File: config.mk
export PLATFORM = sky130hd
export DESIGN_NAME = sub_32_serial
export DESIGN_NICKNAME = d
export VERILOG_FILES = /design/src/rtl/sub32_pkg.sv /design/src/rtl/sub_4.sv /design/src/rtl/sub_32_serial.sv
export SDC_FILE = /design/constraint.sdc
export NUM_CORES = 1
export LEC_CHECK = 0
export ABC_AREA = 1
export CAP_MARGIN = 40
export CELL_PAD_IN_SITES_DETAIL_PLACEMENT = 0
export CELL_PAD_IN_SITES_GLOBAL_PLACEMENT = 1
export CORE_ASPECT_RATIO = 1.4
export CORE_UTILIZATION = 35
export CTS_BUF_LIST = sky130_fd_sc_hd__clkbuf_2
export DETAILED_ROUTE_END_ITERATION = 16
export MAX_ROUTING_LAYER = met4
export PLACE_DENSITY_LB_ADDON = 0.1
export SLEW_MARGIN = 15
export SYNTH_ARGS = -nofsm -noshare
export SYNTH_HDL_FRONTEND = slang
export SYNTH_SLANG_ARGS = --single-unit
export TNS_END_PERCENT = 1
File: constraint.sdc
create_clock -name clk -period 3 [get_ports clk]
set_input_delay 0.6 -clock clk [delete_from_list [all_inputs] [get_ports clk]]
set_output_delay 0.6 -clock clk [all_outputs]
set_load 0.02 [all_outputs]
File: src/rtl/sub32_pkg.sv
// Shared constants and FSM state type for the serial 32-bit subtractor.
// WIDTH/DIGIT/STEPS sizing, nibble counter width, and state encodings.
package sub32_pkg;

    localparam int WIDTH = 32;
    localparam int DIGIT = 4;
    localparam int STEPS = WIDTH / DIGIT;
    localparam int CNT_W = 3;

    localparam logic [CNT_W-1:0] LAST_STEP = CNT_W'(STEPS - 1);

    typedef enum logic [1:0] {
        IDLE = 2'b00,
        RUN  = 2'b01,
        DONE = 2'b10
    } state_t;

endpackage

File: src/rtl/sub_4.sv
// Combinational 4-bit subtractor with borrow chain: {bout, d} = a - b - bin.
// Ports: a, b (4-bit operands), bin (borrow in) -> d (difference), bout.
module sub_4
    import sub32_pkg::*;
(
    input  logic [DIGIT-1:0] a,
    input  logic [DIGIT-1:0] b,
    input  logic             bin,
    output logic [DIGIT-1:0] d,
    output logic             bout
);

    logic [DIGIT:0] diff;

    // Extra MSB of the widened difference is the borrow out.
    assign diff = {1'b0, a} - {1'b0, b} - {{DIGIT{1'b0}}, bin};
    assign d    = diff[DIGIT-1:0];
    assign bout = diff[DIGIT];

endmodule

File: src/rtl/sub_32_serial.sv
// Serial 32-bit unsigned subtractor, one nibble per cycle, valid/ready I/O.
// Ports: clk, rst_n, in_valid/in_ready, A, B, out_valid/out_ready, D, Bout, Z.
// Build option SUB32_SATURATE_EN: clamp D to 0 (Z=1) when A < B.
module sub_32_serial
    import sub32_pkg::*;
(
    input  logic             clk,
    input  logic             rst_n,
    input  logic             in_valid,
    output logic             in_ready,
    input  logic [WIDTH-1:0] A,
    input  logic [WIDTH-1:0] B,
    output logic             out_valid,
    input  logic             out_ready,
    output logic [WIDTH-1:0] D,
    output logic             Bout,
    output logic             Z
);

    state_t           state_q, state_d;
    logic [CNT_W-1:0] cnt_q, cnt_d;
    logic [WIDTH-1:0] a_q, a_d;
    logic [WIDTH-1:0] b_q, b_d;
    logic [WIDTH-1:0] res_q, res_d;
    logic             brw_q, brw_d;
    logic             bout_q, bout_d;
    logic             z_q, z_d;

    logic [DIGIT-1:0] nib_d;
    logic             nib_bout;
    logic [WIDTH-1:0] res_shift;

    // Operands shift right, so the active nibble is always the low one.
    sub_4 u_sub (
        .a    (a_q[DIGIT-1:0]),
        .b    (b_q[DIGIT-1:0]),
        .bin  (brw_q),
        .d    (nib_d),
        .bout (nib_bout)
    );

    // New nibble enters at the top; after STEPS shifts nibble 0 is at LSB.
    assign res_shift = {nib_d, res_q[WIDTH-1:DIGIT]};

    always_comb begin
        state_d = state_q;
        cnt_d   = cnt_q;
        a_d     = a_q;
        b_d     = b_q;
        res_d   = res_q;
        brw_d   = brw_q;
        bout_d  = bout_q;
        z_d     = z_q;
        case (state_q)
            IDLE: begin
                if (in_valid) begin
                    a_d     = A;
                    b_d     = B;
                    brw_d   = 1'b0;
                    cnt_d   = '0;
                    bout_d  = 1'b0;
                    z_d     = 1'b0;
                    state_d = RUN;
                end
            end
            RUN: begin
                a_d   = a_q >> DIGIT;
                b_d   = b_q >> DIGIT;
                res_d = res_shift;
                brw_d = nib_bout;
                cnt_d = cnt_q + 1'b1;
                if (cnt_q == LAST_STEP) begin
                    state_d = DONE;
                    bout_d  = nib_bout;
                    z_d     = (res_shift == '0);
`ifdef SUB32_SATURATE_EN
                    if (nib_bout) begin
                        res_d = '0;
                        z_d   = 1'b1;
                    end
`endif
                end
            end
            DONE: begin
                if (out_ready) begin
                    state_d = IDLE;
                end
            end
            default: begin
                state_d = IDLE;
            end
        endcase
    end

    always_ff @(posedge clk or negedge rst_n) begin
        if (!rst_n) begin
            state_q <= IDLE;
            cnt_q   <= '0;
            a_q     <= '0;
            b_q     <= '0;
            res_q   <= '0;
            brw_q   <= 1'b0;
            bout_q  <= 1'b0;
            z_q     <= 1'b0;
        end else begin
            state_q <= state_d;
            cnt_q   <= cnt_d;
            a_q     <= a_d;
            b_q     <= b_d;
            res_q   <= res_d;
            brw_q   <= brw_d;
            bout_q  <= bout_d;
            z_q     <= z_d;
        end
    end

    assign in_ready  = (state_q == IDLE);
    assign out_valid = (state_q == DONE);
    assign D         = res_q;
    assign Bout      = bout_q;
    assign Z         = z_q;

endmodule

==> impl_metrics.json, run 1 <==
{
  "dieWidth_um": 102,
  "synth.distinct_cells": 23,
  "worstSetupStartpointType": "flip-flop",
  "highest_layer": "met4",
  "row_count": 50,
  "drt_pass1_iterations": 4,
  "h-tree-depth": 3,
  "root_buffer": "clkbuf_2",
  "die_h_um": 142,
  "dieArea_mm2": 0.0144,
  "num_vias": 4133,
  "wl_met1_um": 5520,
  "crit_fanout": 7,
  "area_delta_synth_final_pct": 26.1,
  "postRouteAntennaNets": 0,
  "wl_met2_um": 6160,
  "ir_worst_vdd_v": 0.000405,
  "drt-total-wl_um": 12300,
  "core_mm2": 0.0135,
  "drtIter0Drc": 229,
  "wl_per_cell_um": 14.8,
  "design_area_mm2": 0.00614,
  "slew_headroom": 0.656,
  "drcViolationCount": 0,
  "fillers": 1413,
  "grt_start_max_net_pins": 64,
  "whs_path_depth": 3,
  "tightest_slew_ps": 516,
  "period_needed_ps": 2550,
  "path_clk_slew_ps": 270,
  "placed_area_mm2": 0.00592,
  "fin_crit_sh": 0.850,
  "grt_overflow": 0,
  "ys_warn_count": 0,
  "cts_buffer_depth": 2,
  "clock-sinks": 104,
  "wl_met3_um": 372,
  "status": "finished clean",
  "antenna_found_initial": 1,
  "setup_viol": 0,
  "cts_setup_buffers": 0,
  "nets": 724,
  "yosysSeqAreaShare": 0.534,
  "netlist_area_mm2": 0.00487,
  "place_hpwl_um": 8280,
  "insertion_delay_ps": 580,
  "powerDensity_mw_per_mm2": 1110,
  "syn_avg_cell_area_um2": 8.67,
  "hold_viol_final": 0,
  "netlist_instances": 562,
  "path_class": "flip-flop to output port",
  "synth_nets": 638,
  "r2r_cells": 5,
  "worstPathRequired_ps": 2400,
  "start_util": 0.362,
  "via_per_inst": 4.94,
  "final_max_slew_viol_count": 0,
  "max_freq_mhz": 392,
  "critPathArrivalTime_ps": 1950,
  "synth_seq_cells": 104,
  "drive_gt1_frac": 0.0505,
  "ios": 104,
  "p_leak_nw": 2.71,
  "critPathCaptureType": "output port",
  "cts_inserted_buffers": 9,
  "portBuffers": 103,
  "grt_pass1_wl_um": 20200,
  "grt_pass1_vias": 4077,
  "place.gp.congestion": 0.768,
  "hold_slack_ps": 510,
  "maxCapViolCount": 0,
  "cts_tree": "done",
  "hold_path.class": "primary input to flip-flop",
  "rsz0062_at_grt": "false",
  "final.setup.tns_ps": 0,
  "clock_skew_ps": 17.6,
  "grt_usage": 0.186
}
report_power, final:
part	internal, mW	switching (mW)	leakage, nW
Clock	0.436	0.465	0.103
Sequential	2.07	0.434	1.29
Combinational	1.31	2.12	1.32
Total	3.82	3.02	2.71
cells in the mapped netlist:
master    number  area share
o22ai_1        5      0.0064
buf_6         14       0.032
inv_2          2      0.0015
nand4_1        1      0.0013
fa_1           2      0.0082
nor2_4         1      0.0023
a21oi_1        1      0.0010
nand2_1       78       0.060
clkbuf_1       8      0.0062
inv_1         33       0.025
o21ai_0       85       0.087
o21a_1         1      0.0015
a31oi_1        1      0.0013
o21ai_1       53       0.054
o31ai_1        1      0.0015
buf_4          5      0.0077
nand2_8        1      0.0041
nand2_4        3      0.0069
ha_1           6       0.015
dfrtp_1      104        0.53
buf_2         12       0.012
nand3_1       66       0.068
nor2_1        79       0.061
cells by family (layout without fill, tap and decap cells):
kind of cell             after synthesis  in the layout  share of synthesized area
other                                  0              1                          0
buffers and inverters                 74            165                     0.0855
adder cells (fa/ha/maj)                8              8                     0.0236
AO/OA/AOI/OAI                        147            147                      0.154
flip-flops                           104            104                      0.534
AND/OR/NAND/NOR                      229            229                      0.203
worst max-delay path, cell delays in order (launching register included):
cell	delay (ps)
dfrtp_1	560
nor2_1	190
clkdlybuf4s50_1	620
registers in the layout, summed over array words and instances (netlist names):
name     flops
Bout         1
D           32
Z            1
a_q         32
b_q         32
brw_q        1
cnt_q        3
state_q      2
cells in the final DEF, fill, tap and decap left out, drive strengths merged, types with 4 or more instances in the layout:
| cell type | Yosys | final |
|---|---|---|
| inv | 35 | 35 |
| clkbuf | 8 | 9 |
| bufinv | 0 | 4 |
| dfrtp | 104 | 104 |
| nor2 | 80 | 80 |
| clkdlybuf4s50 | 0 | 102 |
| o21ai | 138 | 138 |
| nand3 | 66 | 66 |
| nand2 | 82 | 82 |
| buf | 31 | 11 |
| o22ai | 5 | 5 |
| ha | 6 | 6 |
per-layer routing:
| layer | GRT usage | up-vias |
|---|---|---|
| li1 | - | 2033 |
| met1 | 0.228 | 1976 |
| met2 | 0.309 | 106 |
| met3 | 0.0177 | 18 |
| met4 | 0.0847 | 0 |
| met5 | - | - |
worst paths after layout:
kind | slack (ps) | end | start
setup reg to reg | 980 | b_q[1] | state_q[0]
max in group asynchronous | 2000 | b_q[22] | rst_n
min in group asynchronous | 520 | a_q[5] | rst_n
setup / recovery | 450 | out_valid | state_q[0]
hold / removal | 510 | b_q[29] | B[29]
hold reg to reg | 510 | cnt_q[0] | cnt_q[0]
metrics by stage:
stage	setup WS (ps)	util	instances	power [mW]
floorplan	1290	-	562	5.01
detailed placement	690	0.440	817	6.04
CTS	403	0.454	833	6.95
global route	356	0.457	836	7.50
finish	451	0.457	836	6.84
global placement	701	0.440	817	5.94
cell type report:
cell class                      count  area (µm²)  area share
Clock buffer                        9        45.0     0.00733
Inverter                           35         131      0.0214
Timing Repair Buffer              114        1150       0.187
Antenna cell                        1        2.50    0.000407
Clock inverter                      7         134      0.0218
Tap cell                          182         228      0.0371
Multi-Input combinational cell    384        1850       0.302
Sequential cell                   104        2600       0.424
repair_timing:
action,4_1_cts,5_1_grt
resized for setup,0,0
endpoints found under the hold margin,0,32
hold buffers,0,1
Power figures use the tool's default switching activity.
==> inputs of run 2 (changes only) <==
==> constraint.sdc (replaced) <==
create_clock -name clk -period 2.6 [get_ports clk]
set_input_delay 0.52 -clock clk [delete_from_list [all_inputs] [get_ports clk]]
set_output_delay 0.52 -clock clk [all_outputs]
set_load 0.02 [all_outputs]
==> impl_metrics.json, run 2 (synthesis gave the netlist of run 1 again) <==
{
  "r2r_setup_slack_ps": 690,
  "max_freq_mhz": 411,
  "place.gp.congestion": 0.736,
  "core_mm2": 0.0135,
  "num_vias": 4087,
  "postRouteAntennaNets": 0,
  "fin_crit_sh": 0.936,
  "slowest_stage": "clkdlybuf4s50_1",
  "cts_resized": 0,
  "crit_path_max_incr_delay_ps": 620,
  "area_delta_synth_final_pct": 24.2,
  "cts_inserted_buffers": 9,
  "worstSetupStartpointType": "flip-flop",
  "drt_pass1_iterations": 4,
  "grt_start_max_net_pins": 66,
  "insertion_delay_ps": 550,
  "r2r_cells": 5,
  "status": "finished clean",
  "cts_tree": "done",
  "worstPathRequired_ps": 2080,
  "clock_skew_ps": 17.9,
  "wl_per_cell_um": 14.7,
  "crit_fanout": 7,
  "slew_headroom": 0.634,
  "root_buffer": "clkbuf_2",
  "final.setup.tns_ps": 0,
  "worst_slack_ps": 167,
  "path_class": "flip-flop to output port",
  "path_cells": "nor2_4 > clkdlybuf4s50_1",
  "total_power_mw": 7.61,
  "setup_viol": 0,
  "drt-total-wl_um": 12200,
  "grt_overflow": 0,
  "drcViolationCount": 0,
  "h-tree-depth": 3,
  "antenna_cells": 0,
  "portBuffers": 103,
  "final_common_cell": "dfrtp_1",
  "via_per_inst": 4.91,
  "cts_buffer_depth": 2,
  "drive_gt1_frac": 0.0461,
  "drtIter0Drc": 179,
  "start_util": 0.362,
  "mostFrequentLayoutCells": "dfrtp_1 (104), clkdlybuf4s50_1 (102), o21ai_0 (85)",
  "place_hpwl_um": 8240,
  "cts_setup_buffers": 0,
  "period_needed_ps": 2430,
  "ios": 104,
  "ir_worst_vdd_v": 0.000508,
  "die_h_um": 142,
  "tightest_slew_ps": 549,
  "path_clk_slew_ps": 260,
  "row_count": 50,
  "dieWidth_um": 102,
  "final_max_slew_viol_count": 0,
  "dieArea_mm2": 0.0144,
  "hold_slack_ps": 352,
  "antenna_found_initial": 0,
  "powerDensity_mw_per_mm2": 1260,
  "fillers": 1426,
  "rsz0062_at_grt": "false",
  "clock-sinks": 104,
  "critPathArrivalTime_ps": 1910,
  "grt_pass1_vias": 3965,
  "hold_path.class": "primary input to async pin",
  "maxCapViolCount": 0,
  "critPathCaptureType": "output port",
  "hold_viol_final": 0,
  "grt_usage": 0.185,
  "grt_pass1_wl_um": 20100,
  "nets": 722,
  "r2r-start": "state_q[0]",
  "post-place-ws_ps": 452,
  "reg2reg_to": "b_q[25]",
  "p_leak_nw": 2.67
}
run 2: cell count changes in the layout (fill, tap and decap cells not counted):
| cell | delta |
|---|---|
| diode_2 | -1 |
| buf_4 | -3 |
| clkbuf_2 | +2 |
| buf_16 | -1 |
| bufinv_16 | -3 |
| buf_12 | +2 |
| clkinv_1 | +1 |
run 2: how the worst max path moves through the flow:
stage                    start       end  slack (ps)  depth (start not counted)
finish              state_q[0]  in_ready         170                          2
CTS                 state_q[0]  in_ready          90                          2
global placement      in_valid    b_q[1]         460                          5
global route        state_q[0]  in_ready          60                          2
detailed placement    in_valid    b_q[1]         450                          5
floorplan               a_q[0]         Z         890                          9
run 2: cell type report:
type,instances,area [µm²],area share
multi-input combinational,384,1850,0.306
sequential,104,2600,0.430
clock buffer,11,55.1,0.00909
timing repair buffer,112,1140,0.188
clock inverter,5,47.5,0.00785
tap,182,228,0.0376
inverter,35,131,0.0217
run 2: critical path, delay by kind of cell (launching register included):
family | cells | cell delay [ps]
buffers and inverters | 1 | 620
DFF | 1 | 560
and+or+nand+nor | 1 | 180
run 2: per-stage QoR:
stage	cell area [µm²]	util	cells
after floorplan	4870	-	562
after global placement	5940	0.442	816
after detailed placement	5940	0.442	816
after CTS	6050	0.450	833
after global routing	6050	0.450	833
final	6050	0.450	833
run 2: where the power goes:
group	internal, mW	switching, mW	total (mW)
Clock	0.221	0.518	0.739
Combinational	1.54	2.45	3.99
Sequential	2.39	0.491	2.88
run 2: per-layer routing:
metal / vias to the layer above / global-route usage / wire length, µm
met5: - / - / 0
met4: 0 / 0.0503 / 87
met3: 4 / 0.0261 / 437
met2: 95 / 0.299 / 6200
met1: 1965 / 0.241 / 5510
li1: 2023 / - / -
run 2: what timing repair did:
action / CTS / global route
endpoints found under the setup margin: 0 / 0
hold endpoints to repair: 20 / 0
hold buffers: 1 / 0
